`src/rtl/seq_pkg.sv`:
```
`default_nettype none
// ============================================================================
//  Module      : seq_pkg
//  Description : Shared types and defaults for the burst generator and the
//                sliding-window rise detector (seqcheck).
//  Revision    : 1.0 - initial release
// ============================================================================
package seq_pkg;

   // Burst generator phase encoding
   typedef enum logic [1:0] {
      IDLE  = 2'd0,
      DELAY = 2'd1,
      HIGH  = 2'd2,
      LOW   = 2'd3
   } burst_state_t;

   // Default width of config fields and phase counters
   localparam int CW_DEFAULT = 8;

   // Detector defaults: window length and required rise count
   localparam int SEQ_W_DEFAULT = 5;
   localparam int SEQ_K_DEFAULT = 3;

endpackage : seq_pkg
`default_nettype wire

```
`src/rtl/seq_phase_cnt.sv`:
```
`default_nettype none
// ============================================================================
//  Module      : seq_phase_cnt
//  Description : Loadable down-counter that times one burst phase. Loaded with
//                (length-1); zero flags the last cycle of the phase.
//  Revision    : 1.0 - initial release
// ============================================================================
module seq_phase_cnt #(
   parameter int CW = 8
) (
   input  logic          clk,
   input  logic          rst_n,
   input  logic          load,
   input  logic [CW-1:0] load_val,
   input  logic          en,
   output logic          zero
);

   logic [CW-1:0] r_cnt;

   // Load has priority; otherwise count down and hold at zero
   always_ff @(posedge clk or negedge rst_n) begin
      if (!rst_n) begin
         r_cnt <= '0;
      end else if (load) begin
         r_cnt <= load_val;
      end else if (en && (r_cnt != '0)) begin
         r_cnt <= r_cnt - CW'(1);
      end
   end

   assign zero = (r_cnt == '0);

endmodule : seq_phase_cnt
`default_nettype wire

```
`src/rtl/seq_burst_gen.sv`:
```
`default_nettype none
// ============================================================================
//  Module      : seq_burst_gen
//  Description : Programmable burst generator. On an accepted start it emits
//                cfg_count pulses (cfg_high cycles high, cfg_low cycles low)
//                after cfg_delay cycles, with a start/busy/done handshake.
//  Revision    : 1.0 - initial release
// ============================================================================
module seq_burst_gen
   import seq_pkg::*;
#(
   parameter int CW = CW_DEFAULT
) (
   input  logic          clk,
   input  logic          rst_n,
   input  logic          start,
   input  logic          abort,
   input  logic [CW-1:0] cfg_count,
   input  logic [CW-1:0] cfg_high,
   input  logic [CW-1:0] cfg_low,
   input  logic [CW-1:0] cfg_delay,
   output logic          out_sig,
   output logic          busy,
   output logic          done,
   output logic [CW-1:0] pulses_sent
);

   burst_state_t  r_state;
   burst_state_t  w_next;
   logic [CW-1:0] r_count;
   logic [CW-1:0] r_high_m1;
   logic [CW-1:0] r_low_m1;
   logic          w_accept;
   logic          w_load;
   logic [CW-1:0] w_load_val;
   logic          w_done_next;
   logic          w_zero;
   logic [CW-1:0] w_cfg_high_m1;
   logic [CW-1:0] w_cfg_low_m1;

   // A zero width is stretched to one cycle so every pulse and gap is visible
   assign w_cfg_high_m1 = (cfg_high == '0) ? '0 : cfg_high - CW'(1);
   assign w_cfg_low_m1  = (cfg_low  == '0) ? '0 : cfg_low  - CW'(1);
   assign w_accept      = (r_state == IDLE) && start && !abort;

   // Next-state, phase-counter reload and completion decode
   always_comb begin
      w_next      = r_state;
      w_load      = 1'b0;
      w_load_val  = '0;
      w_done_next = 1'b0;
      case (r_state)
         IDLE: begin
            if (w_accept) begin
               w_load = 1'b1;
               if (cfg_count == '0) begin
                  // Empty burst: one DELAY cycle, then report done
                  w_next     = DELAY;
                  w_load_val = '0;
               end else if (cfg_delay != '0) begin
                  w_next     = DELAY;
                  w_load_val = cfg_delay - CW'(1);
               end else begin
                  w_next     = HIGH;
                  w_load_val = w_cfg_high_m1;
               end
            end
         end
         DELAY: begin
            if (abort) begin
               w_next = IDLE;
            end else if (w_zero) begin
               if (r_count == '0) begin
                  w_next      = IDLE;
                  w_done_next = 1'b1;
               end else begin
                  w_next     = HIGH;
                  w_load     = 1'b1;
                  w_load_val = r_high_m1;
               end
            end
         end
         HIGH: begin
            if (abort) begin
               w_next = IDLE;
            end else if (w_zero) begin
               if (pulses_sent == r_count) begin
                  w_next      = IDLE;
                  w_done_next = 1'b1;
               end else begin
                  w_next     = LOW;
                  w_load     = 1'b1;
                  w_load_val = r_low_m1;
               end
            end
         end
         LOW: begin
            if (abort) begin
               w_next = IDLE;
            end else if (w_zero) begin
               w_next     = HIGH;
               w_load     = 1'b1;
               w_load_val = r_high_m1;
            end
         end
         default: w_next = IDLE;
      endcase
   end

   // Single phase timer, reloaded at every phase entry
   seq_phase_cnt #(
      .CW (CW)
   ) u_phase_cnt (
      .clk      (clk),
      .rst_n    (rst_n),
      .load     (w_load),
      .load_val (w_load_val),
      .en       (r_state != IDLE),
      .zero     (w_zero)
   );

   // State register
   always_ff @(posedge clk or negedge rst_n) begin
      if (!rst_n) begin
         r_state <= IDLE;
      end else begin
         r_state <= w_next;
      end
   end

   // Latch adjusted configuration at accept; held for the whole burst
   always_ff @(posedge clk or negedge rst_n) begin
      if (!rst_n) begin
         r_count   <= '0;
         r_high_m1 <= '0;
         r_low_m1  <= '0;
      end else if (w_accept) begin
         r_count   <= cfg_count;
         r_high_m1 <= w_cfg_high_m1;
         r_low_m1  <= w_cfg_low_m1;
      end
   end

   // Registered outputs: out_sig follows the next state, done pulses once
   always_ff @(posedge clk or negedge rst_n) begin
      if (!rst_n) begin
         out_sig <= 1'b0;
         done    <= 1'b0;
      end else begin
         out_sig <= (w_next == HIGH);
         done    <= w_done_next;
      end
   end

   // Rise counter: cleared at accept, bumped on every entry into HIGH
   always_ff @(posedge clk or negedge rst_n) begin
      if (!rst_n) begin
         pulses_sent <= '0;
      end else if (w_accept) begin
         pulses_sent <= (w_next == HIGH) ? CW'(1) : '0;
      end else if ((w_next == HIGH) && (r_state != HIGH)) begin
         pulses_sent <= pulses_sent + CW'(1);
      end
   end

   assign busy = (r_state != IDLE);

endmodule : seq_burst_gen
`default_nettype wire
```
`config.mk`:
```
export PLATFORM = sky130hd
export DESIGN_NAME = seq_burst_gen
export DESIGN_NICKNAME = d
export VERILOG_FILES = /design/src/rtl/seq_pkg.sv /design/src/rtl/seq_phase_cnt.sv /design/src/rtl/seq_burst_gen.sv
export SDC_FILE = /design/constraint.sdc
export NUM_CORES = 1
export LEC_CHECK = 0
export CORE_MARGIN = 3
export CORE_UTILIZATION = 50
export CTS_CLUSTER_SIZE = 8
export DETAILED_ROUTE_END_ITERATION = 6
export GPL_ROUTABILITY_DRIVEN = 0
export PLACE_DENSITY = 0.75
export SLEW_MARGIN = 20
export SYNTH_ARGS = -nofsm -noshare
export SYNTH_HDL_FRONTEND = slang
export SYNTH_SLANG_ARGS = --single-unit
```
`constraint.sdc`:
```
create_clock -name clk -period 5.5 [get_ports clk]
set_input_delay 1.1 -clock clk [delete_from_list [all_inputs] [get_ports clk]]
set_output_delay 1.1 -clock clk [all_outputs]
set_load 0.1 [all_outputs]
```
== Yosys cells after proc, flatten, opt, wreduce, memory -nomap -nowiden ==
Cells that the tools add are included.

* Bits of input ports: 36
* Bits in registers: 44
* Logic and storage cells: 83

* Eq/ne operators: 6
* Add/sub/neg operators: 5
* Reduce and logical (&&, ||, !) cells: 16
* Multiplexer cells: 48

{| class="wikitable"
|+ Operators by type and width
! cell !! number
|-
| $mux 8 || 17
|-
| $logic_not 8->1 || 5
|-
| $pmux 8 s4 || 1
|-
| $sub 8x1->8 const B || 4
|-
| $mux 2 || 11
|-
| $mux 1 || 16
|-
| $reduce_bool 8->1 || 2
|-
| $add 8x1->8 const B || 1
|-
| $eq 8x8->1 || 1
|-
| $pmux 2 s4 || 1
|-
| $eq 2x2->1 const B || 3
|-
| $reduce_bool 2->1 || 3
|-
| $logic_and 1x1->1 || 4
|-
| $pmux 1 s4 || 1
|-
| $eq 2x1->1 const B || 1
|-
| $logic_not 2->1 || 1
|-
| $ne 2x2->1 const B || 1
|-
| $pmux 1 s2 || 1
|-
| $logic_not 1->1 || 1
|}

== Depth between registers and ports, before layout ==
Gate-level depths: netlist of run 1.

* Word-level depth: 9
* Mapped depth: 10
* Depth with buffers taken out: 9

== Hierarchy ==
A second synthesis of run 1 with hierarchy kept.

* Cell total of the unflattened synthesis: 349
* Area, all modules: 2,969.1 um2

{| class="wikitable"
|+ By module, submodules not included
! module !! times used !! cells an instance !! area an instance (um2)
|-
| seq_burst_gen || 1 || 291 || 2,432.3
|-
| seq_phase_cnt || 1 || 58 || 536.8
|}

== Worst setup path after synthesis of run 1 ==
No wires, ideal clock.

* Path type: input -> register
* Start: input cfg_delay[0]
* End: register pulses_sent[5]
* Library setup time: 0.126 ns
* Stages: 9
* Arrival time: 2.996 ns
* Slack: 2.378 ns
* Cells stage by stage: inv_1 -> ha_1 -> nor3b_1 -> and2_1 -> buf_2 -> a32oi_1 -> and4_1 -> or4_4 -> mux2i_1

* Cells in the longest elaborated chain, start to end: 8

{| class="wikitable"
|+ RTL lines
! element !! RTL line !! source
|-
| start, declared || seq_burst_gen.sv:21 || <nowiki>input logic [CW-1:0] cfg_delay,</nowiki>
|-
| $reduce_bool 8->1 || seq_burst_gen.sv:60 || <nowiki>end else if (cfg_delay != '0) begin</nowiki>
|-
| $mux 2 || seq_burst_gen.sv:60 ||
|-
| $mux 2 || seq_burst_gen.sv:56 || <nowiki>if (cfg_count == '0) begin</nowiki>
|-
| $mux 2 || seq_burst_gen.sv:54 || <nowiki>if (w_accept) begin</nowiki>
|-
| $pmux 2 s4 || seq_burst_gen.sv:52 || <nowiki>case (r_state)</nowiki>
|-
| $eq 2x2->1 || seq_burst_gen.sv:161 || <nowiki>end else if ((w_next == HIGH) && (r_state != HIGH)) begin</nowiki>
|-
| $logic_and 1x1->1 || seq_burst_gen.sv:161 ||
|-
| $reduce_bool 2->1 (no line) || - ||
|-
| end signal, assigned || seq_burst_gen.sv:160 || <nowiki>pulses_sent <= (w_next == HIGH) ? CW'(1) : '0;</nowiki>
|-
| end signal, assigned || seq_burst_gen.sv:162 || <nowiki>pulses_sent <= pulses_sent + CW'(1);</nowiki>
|-
| end, declared || seq_burst_gen.sv:25 || <nowiki>output logic [CW-1:0] pulses_sent</nowiki>
|}

No other way between the ends.
A chain may end at the register's enable or synchronous reset.

== Final worst setup path of run 1 ==
* Start: input cfg_delay[0]
* End: register pulses_sent[5]

* Cells in the longest elaborated chain, start to end: 8

{| class="wikitable"
|+ RTL lines
! element !! RTL line !! source
|-
| $reduce_bool 8->1 || seq_burst_gen.sv:60 ||
|-
| $mux 2 || seq_burst_gen.sv:60 ||
|-
| $mux 2 || seq_burst_gen.sv:56 ||
|-
| $mux 2 || seq_burst_gen.sv:54 ||
|-
| $pmux 2 s4 || seq_burst_gen.sv:52 ||
|-
| net w_next[0] || seq_burst_gen.sv:29 || <nowiki>burst_state_t w_next;</nowiki>
|-
| $eq 2x2->1 || seq_burst_gen.sv:161 ||
|-
| $logic_and 1x1->1 || seq_burst_gen.sv:161 ||
|-
| $reduce_bool 2->1 (no line) || - ||
|}

The timed path passes the listed nets, and every way through them passes these cells.

==> results of run 1 <==
## final cells by class
type                            instances  area, µm²  area share
Sequential cell                        44       1101      0.3082
Timing Repair Buffer                   48      470.5      0.1317
Multi-Input combinational cell        273       1743      0.4879
Tap cell                               72      90.09     0.02522
Clock inverter                          3      42.54     0.01191
Clock buffer                            5      68.82     0.01926
Inverter                               15      56.30     0.01576
## kinds of logic after synthesis
family	Yosys count	share of synthesized area
xor+xnor	21	0.06258
simple gates	153	0.2665
buf+inv	24	0.03235
mux	7	0.02384
flops	44	0.3746
compound gates	80	0.1890
fa+ha+maj	12	0.05108
## flip-flops by register name, summed over array words and instances (netlist names)
| signal | cells |
|---|---|
| pulses_sent | 8 |
| u_phase_cnt.r_cnt | 8 |
| done | 1 |
| r_high_m1 | 8 |
| out_sig | 1 |
| r_low_m1 | 8 |
| r_state | 2 |
| r_count | 8 |
## critical path, cell delays in order
cell and delay (ps):
clkdlybuf4s50_1 430, inv_1 130, ha_1 210, nor3b_1 490
and2_1 450, a21o_1 170, and3_1 290, inv_2 80
or4_4 520, mux2i_1 130
## power groups by stage
stage	combinational, mW	clock, mW	sequential [mW]
floorplan	0.323	0	0.503
global route	0.493	0.266	0.531
global placement	0.426	0	0.517
finish	0.440	0.252	0.517
CTS	0.439	0.253	0.516
detailed placement	0.436	0	0.523
## layout by cell type (no fill, tap or decap), types with 12 or more instances in the layout
master	n
o21ai_0	22
nand2_1	66
inv_1	14
ha_1	12
xnor2_1	17
nand3_1	13
clkdlybuf4s50_1	45
nor3_1	12
dfrtp_1	44
nor2_1	16
## Yosys cell counts, types with 3 or more instances
cell type,number,area [µm²]
clkbuf_1,5,18.77
and3_1,3,18.77
o221ai_1,7,61.31
a22oi_1,7,52.55
o31ai_1,4,30.03
xor2_1,4,35.03
nand2b_1,8,50.05
nand2_1,66,247.7
nor2_1,16,60.06
nand4b_1,3,26.28
a21oi_1,9,45.04
nor4_1,5,31.28
o21ai_0,22,110.1
xnor2_1,17,148.9
inv_1,14,52.55
a21o_1,3,22.52
nor3_1,12,60.06
and2_1,3,18.77
nand3_1,13,65.06
mux2i_1,7,70.07
ha_1,12,150.1
dfrtp_1,44,1101
nor3b_1,3,22.52
o21a_1,8,60.06
o211ai_1,4,30.03
## worst max path at each step
stage	from	to	slack [ps]	cells past startpoint
finish	cfg_delay[0]	pulses_sent[5]	1680	10
detailed placement	cfg_delay[0]	pulses_sent[5]	1410	10
global placement	cfg_delay[0]	pulses_sent[5]	1570	10
CTS	cfg_delay[0]	pulses_sent[5]	1730	10
global route	cfg_delay[0]	pulses_sent[5]	1460	10
floorplan	cfg_delay[0]	pulses_sent[5]	2380	9
## per-layer routing
metal,track usage,vias to the layer above
met5,0,-
met4,0.05229,0
met3,0.03688,20
met2,0.3550,106
met1,0.3329,1294
li1,-,1321
## stage by stage
stage | setup slack [ps] | area, µm²
6_report | 1680 | 3572
5_1_grt | 1456 | 3572
4_1_cts | 1728 | 3572
3_5_place_dp | 1410 | 3461
3_3_place_gp | 1567 | 3461
2_1_floorplan | 2378 | 2939
==> results.toml, run 1 <==
[run_status]
status = "complete, no violations"

[die]
chipHeight_um = 82.67
core-area_um2 = 5608
initial_core_util = 0.5241
rows = 27
io_pins = 47
die-area_um2 = 6834
chipWidth_um = 82.67

[run]
maxCapViolations = 0

[clocking]
clk-insertion-delay-late_ps = 300
cts_inserted_buffers = 5
clock_sinks = 44
cts_tree = "yes"
root_buffer = "clkbuf_8"
cts-htree-levels = 2
clk_pin_slew_ps = 90
cts_resized = 0
post_cts_buffers = 0
clockBufferDepth = 2
holdBufCountCts = 0

[synthesis]
yosysWarningCount = 0
synth-main-ff-cell = "dfrtp_1"
yosysSeqAreaShare = 0.3746
syn_avg_cell_area_um2 = 8.619
synth_nets = 389
synth_edf_count = 0
synth-seq-cells = 44
synth_area_um2 = 2939
synthCells = 341
ys_types = 54
async_flop_share = 1.000

[worst_setup_path]
regToRegStartpoint = "u_phase_cnt.r_cnt[0]"
ff2ff_path_depth = 9
crit_type = "primary input to flip-flop"
endpoint_kind = "flip-flop"
cp.required_ps = 5700
worstReg2RegEnd = "pulses_sent[5]"
arrival_ps = 4020
path_max_fanout = 11
critPathLaunchType = "primary input"
regToRegSetupSlack_ps = 2820

[routing]
ant_nets = 0
vias = 2741
met3_length_um = 481
wl_per_cell_um = 15.90
wl_met1_mm = 3.378
routed_via_density = 5.959
wirelength_mm = 7.316
top_layer_used = "met4"
drc = 0
first_iter_violations = 263
dr.pass1.iters = 5
met2_length_mm = 3.325

[placed_design]
port_buffers = 46
dp.cells = 452
dp_hpwl_mm = 5.427

[timing]
tightestPinTransition_ps = 981.8
final_max_slew_viol_count = 0
clock_skew_ps = 6.127
setup_tns_ps = 0
grt_setup_unrepaired = "false"
fin_crit_ps = 3820
finalHoldViolations = 0
whs_ps = 489.5
setup_viol = 0
fmax_mhz = 261.8
slew_headroom = 0.3455
fin_crit_sh = 0.6946

[power_and_ir_drop]
vdd_drop_max_uv = 208.3
totalPowerFinal_mw = 1.209
p_seq_frac = 0.428
net-switching-power_mw = 0.4536
switching_share = 0.3751
p_leak_nw = 1.510
comb_power_share = 0.364
clkPwrFrac = 0.208
power.density_nw_per_um2 = 338.5
p_int_mw = 0.7557

[global_routing]
antenna_found_initial = 0
grt_pass1_wl_mm = 11.90
grt_usage = 0.2282
grt_max_degree = 49
grt-ovfl-total = 0
first_global_vias = 2505

[min_path]
hp-class = "flip-flop to flip-flop"
hold_depth = 2
min_from = "r_low_m1[0]"
whs_endpoint = "r_low_m1[0]"

[cells_and_area]
fin_cells = 460
drive_gt1_frac = 0.05412
area_growth_pct = 21.54
nets = 435
num-fill-cells = 512
post-route-util = 0.6370
diodes = 0
Note: power is estimated with default switching activity, not from simulation.
==> inputs of run 2 (changes only) <==
- clock period: 5.5 -> 3.9 ns (I/O delays scaled with it)
==> run 2 against run 1 <==
Flip-flop and latch count stayed put. Design area is 0.77% higher. Clock power is 50% higher. Via count is 3.4% lower. Critical path depth is 1 higher. Final cell count is 0.43% higher. Hold slack worse by 3.0 ps. Register-to-register slack worse by 1600 ps. Non-clock buffer count is 2 higher. Global-route usage is 1.3 points lower. Clock skew is 1.4 ps lower. Highest routed layer unchanged. Sequential power is 41% higher. Critical endpoint unchanged.
==> results.toml, run 2 (synthesized netlist as in run 1, its figures left out) <==
[routing]
first_iter_violations = 238
dr.pass1.iters = 4
wirelength_mm = 7.044
wl_per_cell_um = 15.25
vias = 2647
ant_nets = 0
drc = 0
routed_via_density = 5.729

[clocking]
cts-htree-levels = 2
clock_sinks = 44
cts_inserted_buffers = 5
cts_tree = "yes"
root_buffer = "clkbuf_8"
cts_resized = 0
clk-insertion-delay-late_ps = 290
clk_pin_slew_ps = 80
post_cts_buffers = 0
holdBufCountCts = 0
clockBufferDepth = 2

[global_routing]
first_global_vias = 2378
grt_max_degree = 47
grt_usage = 0.2151
grt-ovfl-total = 0
antenna_found_initial = 0
grt_pass1_wl_mm = 11.35

[die]
core-area_um2 = 5608
chipHeight_um = 82.67
chipWidth_um = 82.67
rows = 27
initial_core_util = 0.5241
die-area_um2 = 6834
io_pins = 47

[run_status]
status = "complete, no violations"

[power_and_ir_drop]
clkPwrFrac = 0.219
switching_share = 0.3621
power.density_nw_per_um2 = 479.4
vdd_drop_max_uv = 230.9
p_seq_frac = 0.423
p_leak_nw = 1.533
p_int_mw = 1.101
totalPowerFinal_mw = 1.726
net-switching-power_mw = 0.6249
comb_power_share = 0.358

[timing]
tightestPinTransition_ps = 964.9
setup_tns_ps = 0
setup_viol = 0
fin_crit_sh = 0.7827
slew_headroom = 0.3547
fin_crit_ps = 3053
final_max_slew_viol_count = 0
finalHoldViolations = 0
grt_setup_unrepaired = "false"
fmax_mhz = 327.6
clock_skew_ps = 4.737
whs_ps = 486.5

[placed_design]
port_buffers = 46
post_dp_cell_area_um2 = 3473
dp_hpwl_mm = 5.376

[cells_and_area]
num-fill-cells = 502
stdcell_area_um2 = 3600
drive_gt1_frac = 0.06154
area_growth_pct = 22.48
multi_input_area_um2 = 1743
final_cell_mix = "nand2_1, dfrtp_1, clkdlybuf4s50_1"
final_common_cell = "nand2_1"
diodes = 0
nets = 437
seq_area_um2 = 1101

[worst_setup_path]
cp.required_ps = 4080
regToRegSetupSlack_ps = 1260
arrival_ps = 3230
critPathLaunchType = "primary input"
ff2ff_path_depth = 8
startpoint = "cfg_delay[0]"
path_max_fanout = 6
crit_type = "primary input to flip-flop"
endpoint_kind = "flip-flop"
regToRegStartpoint = "r_state[1]"
worstReg2RegEnd = "pulses_sent[5]"

[min_path]
hold_depth = 2
whs_endpoint = "r_high_m1[3]"
min_from = "r_high_m1[3]"
hp-class = "flip-flop to flip-flop"

[run]
maxCapViolations = 0
[run 2: per-stage QoR]
step                  util  std cells  setup WS [ps]
floorplan                -        341           1098
global placement    0.6194        454          643.0
detailed placement  0.6194        454          570.1
CTS                 0.6419        462          873.1
global route        0.6419        462          724.9
finish              0.6419        462          847.4
[run 2: power groups by stage]
stage          clock [mW]  combinational [mW]  sequential (mW)
3_5_place_dp            0               0.615            0.738
6_report            0.378               0.617            0.731
3_3_place_gp            0               0.598            0.729
2_1_floorplan           0               0.456            0.709
5_1_grt             0.400               0.692            0.752
4_1_cts             0.382               0.620            0.731
[run 2: layout make-up]
| cell class | count | share of cell area |
|---|---|---|
| Timing Repair Buffer | 50 | 0.1342 |
| Clock buffer | 7 | 0.02676 |
| Tap cell | 72 | 0.02503 |
| Clock inverter | 1 | 0.008342 |
| Sequential cell | 44 | 0.3059 |
| Inverter | 15 | 0.01564 |
| Multi-Input combinational cell | 273 | 0.4842 |
[run 2: worst max-delay path, stage by stage]
cell and delay, ps:
clkdlybuf4s50_1 450, inv_1 110, ha_1 200, nor3b_1 190, buf_4 170, and2_1 190
a21o_1 120, and3_1 300, inv_2 80, or4_4 510, mux2i_1 130
[run 2: per-layer routing]
layer	wire, µm	vias to the layer above	global-route usage
met2	3207	75	0.3309
met5	0	-	0
met3	381	8	0.04013
li1	-	1329	-
met4	85	0	0.05229
met1	3369	1235	0.3120
[run 2: worst max path at each step]
| stage | to |
|---|---|
| after floorplan | pulses_sent[5] |
| after global placement | pulses_sent[5] |
| after detailed placement | pulses_sent[5] |
| after CTS | pulses_sent[5] |
| after global routing | pulses_sent[5] |
| final | pulses_sent[5] |
==> inputs of run 3 (changes only) <==
- clock period: 3.9 -> 3.2 ns (I/O delays scaled with it)
==> run 3 against run 2 <==
Clock power rose by 9.5%. Critical path depth is 1 lower. Count of clock-buffer cells in the layout is 1 lower. Die area unchanged. First-iteration DRC count shrank 15%. Design area barely moved. Clock skew is 1.6 ps higher. Via count grew 2.6%. Final cell count grew 1.3%. Critical endpoint unchanged. Highest routed layer unchanged.
==> results.toml, run 3 (synthesized netlist as in run 1, its figures left out) <==
[run_status]
status = "complete, no violations"

[worst_setup_path]
max_stage_delay_ps = 510
cp.required_ps = 3380
startpoint = "cfg_delay[0]"
crit_type = "primary input to flip-flop"
arrival_ps = 2950
regToRegStartpoint = "r_state[1]"
regToRegSetupSlack_ps = 590
path_max_fanout = 5
cp_cell_sequence = "clkdlybuf4s50_1, inv_1, ha_1, nor3b_1, and2_1, a21o_1, and3_1, inv_2, or4_4, mux2i_1"
critPathLaunchType = "primary input"
cp_slowest_cell = "or4_4"
endpoint_kind = "flip-flop"

[clocking]
clk_pin_slew_ps = 80
root_buffer = "clkbuf_8"
holdBufCountCts = 0
cts_tree = "yes"
cts_resized = 0
clock_sinks = 44
cts-htree-levels = 2
clk-insertion-delay-late_ps = 290
post_cts_buffers = 0
cts_inserted_buffers = 5
clockBufferDepth = 2

[global_routing]
grt_usage = 0.2200
grt_pass1_wl_mm = 11.50
first_global_vias = 2521
grt_max_degree = 45
antenna_found_initial = 0
grt-ovfl-total = 0

[routing]
ant_nets = 0
routed_via_density = 5.806
vias = 2717
wirelength_mm = 7.080
first_iter_violations = 202
drc = 0
dr.pass1.iters = 5
wl_per_cell_um = 15.13

[power_and_ir_drop]
totalPowerFinal_mw = 2.075
clkPwrFrac = 0.200
power.density_nw_per_um2 = 576.1
p_leak_nw = 1.575
net-switching-power_mw = 0.7627
p_int_mw = 1.312
switching_share = 0.3676
p_seq_frac = 0.428
vdd_drop_max_uv = 417.9
comb_power_share = 0.373

[cells_and_area]
diodes = 0
final_cell_mix = "nand2_1, dfrtp_1, clkdlybuf4s50_1"
num-fill-cells = 519
nets = 443
fin_cells = 468
final_common_cell = "nand2_1"
area_growth_pct = 22.52
drive_gt1_frac = 0.09848

[timing]
tightestPinTransition_ps = 953.7
setup_tns_ps = 0
final_max_slew_viol_count = 0
clock_skew_ps = 6.323
grt_setup_unrepaired = "false"
fmax_mhz = 361.4
slew_headroom = 0.3642
fin_crit_sh = 0.8646
whs_ps = 482.9
finalHoldViolations = 0
setup_viol = 0
fin_crit_ps = 2767

[die]
chipHeight_um = 82.67
io_pins = 47
rows = 27
initial_core_util = 0.5241
chipWidth_um = 82.67
core-area_um2 = 5608
die-area_um2 = 6834

[run]
maxCapViolations = 0

[placed_design]
port_buffers = 46
dp_hpwl_mm = 5.594
dp.cells = 460

[min_path]
hp-class = "flip-flop to flip-flop"
min_from = "r_high_m1[3]"
run 3: cell count changes in the layout (fill, tap and decap cells not counted):
cell / previous run / this run
buf_4: 5 / 21
clkdlybuf4s50_1: 44 / 34
clkbuf_8: 7 / 5
clkinv_2: 0 / 1
clkbuf_1: 0 / 1
run 3: critical path: cells and delay by family:
| family | cells | cell delay (ps) |
|---|---|---|
| and+or+nand+nor | 4 | 1230 |
| adders and majority gates | 1 | 200 |
| muxes | 1 | 130 |
| AOI/OAI and AO/OA | 1 | 150 |
| buffers and inverters | 3 | 610 |
run 3: layer usage:
layer,global-route usage,share of wire
met4,0.07516,0.011
met5,0,0
met1,0.3052,0.47
met2,0.3566,0.47
met3,0.02495,0.051
run 3: power groups by stage:
| stage | sequential [mW] | clock [mW] | combinational [mW] |
|---|---|---|---|
| after global routing | 0.912 | 0.445 | 0.861 |
| after CTS | 0.884 | 0.424 | 0.776 |
| after detailed placement | 0.896 | 0 | 0.769 |
| after floorplan | 0.864 | 0 | 0.556 |
| final | 0.887 | 0.414 | 0.773 |
| after global placement | 0.888 | 0 | 0.747 |
run 3: path summary, 6_finish.rpt:
path / cells past startpoint / end
hold reg to reg: 2 / r_high_m1[3]
max in group asynchronous: 1 / r_low_m1[7]
setup reg to reg: 8 / pulses_sent[5]
min in group asynchronous: 1 / pulses_sent[7]
hold / removal: 2 / r_high_m1[3]
setup / recovery: 10 / pulses_sent[5]
run 3: area by class of cell:
type | count | area, µm² | area share
Clock buffer | 6 | 72.57 | 0.02015
Clock inverter | 2 | 35.03 | 0.009729
Inverter | 15 | 56.30 | 0.01564
Multi-Input combinational cell | 273 | 1743 | 0.4840
Sequential cell | 44 | 1101 | 0.3058
Tap cell | 72 | 90.09 | 0.02502
Timing Repair Buffer | 56 | 503.0 | 0.1397
run 3: per-stage QoR:
step	setup slack, ps	util	area, µm²
4_1_cts	471.8	0.6421	3601
5_1_grt	331.6	0.6421	3601
3_3_place_gp	239.7	0.6229	3493
2_1_floorplan	538.0	-	2939
6_report	433.1	0.6421	3601
3_5_place_dp	183.2	0.6229	3493
